`config.mk`:
```
export PLATFORM = sky130hd
export DESIGN_NAME = output_matrix_fifo
export DESIGN_NICKNAME = d
export VERILOG_FILES = /design/src/rtl/matrix_pkg.sv /design/src/rtl/fifo_ctrl.sv /design/src/rtl/output_matrix_fifo.sv
export SDC_FILE = /design/constraint.sdc
export NUM_CORES = 1
export LEC_CHECK = 0
export ABC_AREA = 0
export CORE_MARGIN = 2
export CORE_UTILIZATION = 55
export CTS_CLUSTER_SIZE = 20
export DETAILED_ROUTE_END_ITERATION = 8
export GPL_TIMING_DRIVEN = 0
export PLACE_DENSITY_LB_ADDON = 0.3
export SLEW_MARGIN = 20
export SYNTH_ARGS = -nofsm -noshare
export SYNTH_HDL_FRONTEND = slang
export SYNTH_SLANG_ARGS = --single-unit
export TNS_END_PERCENT = 50
```
`constraint.sdc`:
```
create_clock -name clk -period 10.5 [get_ports clk]
set_input_delay 2.1 -clock clk [delete_from_list [all_inputs] [get_ports clk]]
set_output_delay 2.1 -clock clk [all_outputs]
set_load 0.02 [all_outputs]
```
`src/rtl/matrix_pkg.sv`:
```
// Matrix geometry shared by the ALU writeback, the output FIFO and the bench.
// elem_offset gives the bit position of element (r,c) inside a packed matrix.
package matrix_pkg;

  localparam int unsigned ELEM_W = 16;
  localparam int unsigned ROWS   = 4;
  localparam int unsigned COLS   = 4;
  localparam int unsigned DEPTH  = 4;
  localparam int unsigned MAT_W  = ELEM_W * ROWS * COLS;

  function automatic int unsigned elem_offset(input int unsigned r, input int unsigned c);
    return (r * COLS + c) * ELEM_W;
  endfunction

endpackage

```
`src/rtl/fifo_ctrl.sv`:
```
// Pointer, occupancy and overflow bookkeeping for the matrix output FIFO.
// Any DEPTH >= 2 is supported; pointers wrap explicitly at DEPTH-1.
module fifo_ctrl #(
  parameter  int unsigned DEPTH = 4,
  localparam int unsigned CNT_W = $clog2(DEPTH + 1),
  localparam int unsigned PTR_W = (DEPTH > 1) ? $clog2(DEPTH) : 1
) (
  input  logic             clk,
  input  logic             reset,
  input  logic             clear,
  input  logic             write_data,
  input  logic             read_ack,
  output logic [PTR_W-1:0] wr_ptr,
  output logic [PTR_W-1:0] rd_ptr,
  output logic             push,
  output logic [CNT_W-1:0] count,
  output logic             full,
  output logic             data_valid,
  output logic             overflow
);

  logic pop;

  function automatic logic [PTR_W-1:0] next_ptr(input logic [PTR_W-1:0] p);
    return (p == PTR_W'(DEPTH - 1)) ? '0 : p + PTR_W'(1);
  endfunction

  // A pop frees the slot a push on a full FIFO needs, so push depends on pop.
  always_comb begin
    pop  = 1'b0;
    push = 1'b0;
    if (!clear) begin
      pop  = read_ack && (count != '0);
      push = write_data && ((count != CNT_W'(DEPTH)) || pop);
    end
  end

  always_ff @(posedge clk or negedge reset) begin
    if (!reset) begin
      wr_ptr   <= '0;
      rd_ptr   <= '0;
      count    <= '0;
      overflow <= 1'b0;
    end else if (clear) begin
      wr_ptr   <= '0;
      rd_ptr   <= '0;
      count    <= '0;
      overflow <= 1'b0;
    end else begin
      if (push) wr_ptr <= next_ptr(wr_ptr);
      if (pop)  rd_ptr <= next_ptr(rd_ptr);
      count <= count + CNT_W'(push) - CNT_W'(pop);
      if (write_data && !push) overflow <= 1'b1;
    end
  end

  assign full       = (count == CNT_W'(DEPTH));
  assign data_valid = (count != '0);

endmodule

```
`src/rtl/output_matrix_fifo.sv`:
```
// Result-matrix output buffer: DEPTH packed matrices in FIFO order with
// first-word fall-through read-out, back-pressure and a sticky overflow flag.
module output_matrix_fifo #(
  parameter  int unsigned ELEM_W = matrix_pkg::ELEM_W,
  parameter  int unsigned ROWS   = matrix_pkg::ROWS,
  parameter  int unsigned COLS   = matrix_pkg::COLS,
  parameter  int unsigned DEPTH  = matrix_pkg::DEPTH,
  localparam int unsigned MAT_W  = ELEM_W * ROWS * COLS,
  localparam int unsigned CNT_W  = $clog2(DEPTH + 1)
) (
  input  logic             clk,
  input  logic             reset,
  input  logic             clear,
  input  logic             write_data,
  input  logic [MAT_W-1:0] data_to_write,
  output logic             full,
  output logic [MAT_W-1:0] data,
  output logic             data_valid,
  input  logic             read_ack,
  output logic [CNT_W-1:0] count,
  output logic             overflow
);

  localparam int unsigned PTR_W = (DEPTH > 1) ? $clog2(DEPTH) : 1;

  logic [PTR_W-1:0] wr_ptr;
  logic [PTR_W-1:0] rd_ptr;
  logic             push;
  logic [MAT_W-1:0] mem [DEPTH];

  fifo_ctrl #(.DEPTH(DEPTH)) u_ctrl (
    .clk        (clk),
    .reset      (reset),
    .clear      (clear),
    .write_data (write_data),
    .read_ack   (read_ack),
    .wr_ptr     (wr_ptr),
    .rd_ptr     (rd_ptr),
    .push       (push),
    .count      (count),
    .full       (full),
    .data_valid (data_valid),
    .overflow   (overflow)
  );

  // Storage is deliberately not reset; stale entries are hidden by the output mask.
  always_ff @(posedge clk) begin
    if (push) mem[wr_ptr] <= data_to_write;
  end

  assign data = data_valid ? mem[rd_ptr] : '0;

endmodule

```
==> results.cfg <==
[floorplanning]
coreArea_um2 = 70300
std_cell_rows = 97
boundaryPins = 523
fp.dieH_um = 271
start_util = 0.558
dieWidth_um = 271
dieArea_um2 = 73400

[sta]
timing.final.max_slew_violations = 0
fin_skew_ns = 0.0145
hold_violations = 0
setup_viol = 0
slew_headroom = 0.459
fin_crit_sh = 0.552
period_minus_slack_ns = 5.79
worst_slew_pin_slew_ns = 0.800
rsz0062_at_grt = false
fmax_mhz = 173
worst_slack_ns = 4.71

[placement]
io_buffers = 521
place_ws_ns = 5.20
dpl.hpwl_um = 56200
dp_cells = 3160
place_congestion = 0.782

[grt]
grt_max_degree = 47
grt_pass1_wl_um = 128000
grt_antenna_before_repair = 14
grt.total_usage = 0.236
grt_pass1_vias = 20100
grt_overflow_total = 0

[yosys]
synthSimpleGateAreaFrac = 0.0436
synth_area_um2 = 39200
synth_top_area_share = 0.785
synth_top_family_by_area = multiplexers
synth_fa_ha_area_frac = 0.00275
synth_xor_area_frac = 0.000447
synth_cell_types = 26
synth_nets = 1944
yosysSeqAreaShare = 0.790
syn_avg_cell_area_um2 = 23.4
synth_top_area_cell = edfxtp_1
syn_inst = 1675
ys_warn_count = 0
ys_ff_latch = 1032
synthTopCellsByArea = edfxtp_1 (78%), mux4_2 (15%), and2_1 (4.2%)
synth_mux_area_frac = 0.147
synth_compound_area_frac = 0.00109

[critical_path]
crit_fanout = 10
worstPathArrival_ns = 3.69
required_ns = 8.40
critPathKind = flop to output port
cp-start-kind = flop
end_kind = output port

[clock_network]
cts_sinks = 1032
tritoncts = built
root_buffer = clkbuf_16
cts_hold_buf = 0
clockBufferDepth = 3
cts_max_level = 3
cts_resized = 0
post_cts_buffers = 0
clkTransAtPathRegs_ns = 0.06
worst_skew_pair.late_latency_ns = 0.64
cts-buffers-inserted = 101

[finish]
layout-drive-gt1-share = 0.203
synthToLayoutAreaGrowth_pct = 26.3
regArea_um2 = 30900
finalNetCount = 2592
filler_cell_count = 4090
multi_input_area_um2 = 7650
layout_commonest_cell = edfxtp_1
fin_cells = 3348
layout_common_cells = edfxtp_1 (1,024), clkdlybuf4s50_1 (521), mux4_2 (256), and2_1 (256), clkbuf_16 (104)

[routing]
routed_wl_um = 85700
ant_nets = 0
drc = 0
drtPass1Iterations = 5
dr_wl_met2_um = 45600
maxUsedRoutingLayer = met5
vias = 19000
wl_met1_um = 32100
wl_met3_um = 5720
via_per_inst = 5.66
routedWlPerCell_um = 25.6
drt_iter0_markers = 1725

[worst_hold_path]
timing.hold.worst.class = flop to flop

[power]
power_density_nw_per_um2 = 231
leakagePower_nw = 15.7
power.share.switching = 0.279
ir_drop_mv = 0.176
pwr-share-comb = 0.281
switchingPower_mw = 3.20
pwr-share-seq = 0.413
p_int_mw = 8.26
clockPowerShare = 0.305

[run_status]
status = completed

[job]
drv_cap = 0
-- cells by family (layout without fill, tap and decap cells) --
family                   Yosys count  count (layout)
flip-flops                      1032            1032
AO/OA/AOI/OAI                      8               8
multiplexers                     256             256
XOR/XNOR                           2               2
other                              0               9
adder cells (fa/ha/maj)            8               8
AND/OR/NAND/NOR                  275             275
buffers and inverters             94             818
-- worst paths after layout --
path / end / startpoint / cells after the start / slack [ns]
max in group asynchronous: u_ctrl.wr_ptr[0] / reset / 1 / 8.50
hold / removal: u_ctrl.overflow / u_ctrl.overflow / 2 / 0.57
min in group asynchronous: u_ctrl.overflow / reset / 1 / 1.74
hold reg to reg: u_ctrl.overflow / u_ctrl.overflow / 2 / 0.57
setup reg to reg: mem[0][85] / u_ctrl.count[1] / 6 / 7.27
setup / recovery: data[178] / u_ctrl.count[1] / 6 / 4.71
-- synth_stat cells --
cell,number
clkbuf_1,31
nor2_1,4
ha_1,7
buf_6,26
xnor2_1,1
clkbuf_2,1
nor2b_1,1
nor4b_1,1
or4_1,1
mux4_2,256
nor3b_1,1
o31ai_1,1
a21oi_1,5
inv_1,6
fa_1,1
nand2_1,2
o21ai_0,2
edfxtp_1,1024
nand3_1,1
nand3b_1,1
nor3_1,1
buf_2,30
and2_1,260
dfrtp_1,8
or3_1,2
xor2_1,1
-- metrics by stage --
step           total power, mW  setup TNS (ns)  instance area [µm²]  hold WS [ns]   util
2_1_floorplan             6.61               0                39200         0.561      -
3_3_place_gp              8.09        -3896.66                45600         0.538  0.648
3_5_place_dp              8.07               0                46200         0.542  0.658
4_1_cts                   11.6               0                49500         0.567  0.704
5_1_grt                   11.9               0                49500         0.623  0.704
6_report                  11.5               0                49500         0.566  0.704
-- flip-flops by register name, summed over array words and instances, names as in the netlist --
register,count
u_ctrl.count,3
u_ctrl.wr_ptr,2
u_ctrl.overflow,1
u_ctrl.rd_ptr,2
mem,1024
-- critical path, stage by stage, from the launching register on --
cell	delay, ns
dfrtp_1	0.52
or3_1	0.15
clkbuf_1	0.37
buf_2	0.51
clkbuf_1	0.51
and2_1	0.22
clkdlybuf4s50_1	0.75
-- cell type report --
| cell class | count | area share |
|---|---|---|
| timing repair buffer | 545 | 0.118 |
| multi-input combinational | 549 | 0.155 |
| sequential | 1032 | 0.625 |
| antenna | 9 | 0.000455 |
| clock buffer | 129 | 0.0555 |
| inverter | 6 | 0.000455 |
| tap | 940 | 0.0238 |
| clock inverter | 50 | 0.0101 |
| buffer | 88 | 0.0114 |
-- per-layer routing --
layer  vias up  GRT usage
met3       142     0.0494
li1       8211          -
met5         -          0
met4        14     0.0746
met1      9936      0.303
met2       661      0.405
-- power groups by stage --
stage | sequential, mW | clock, mW | combinational, mW
2_1_floorplan | 4.85 | 0 | 1.75
3_3_place_gp | 4.89 | 0 | 3.20
3_5_place_dp | 4.82 | 0 | 3.25
4_1_cts | 4.73 | 3.57 | 3.28
5_1_grt | 4.74 | 3.71 | 3.41
6_report | 4.73 | 3.50 | 3.22
No activity file was read; power rests on OpenSTA's default activity.
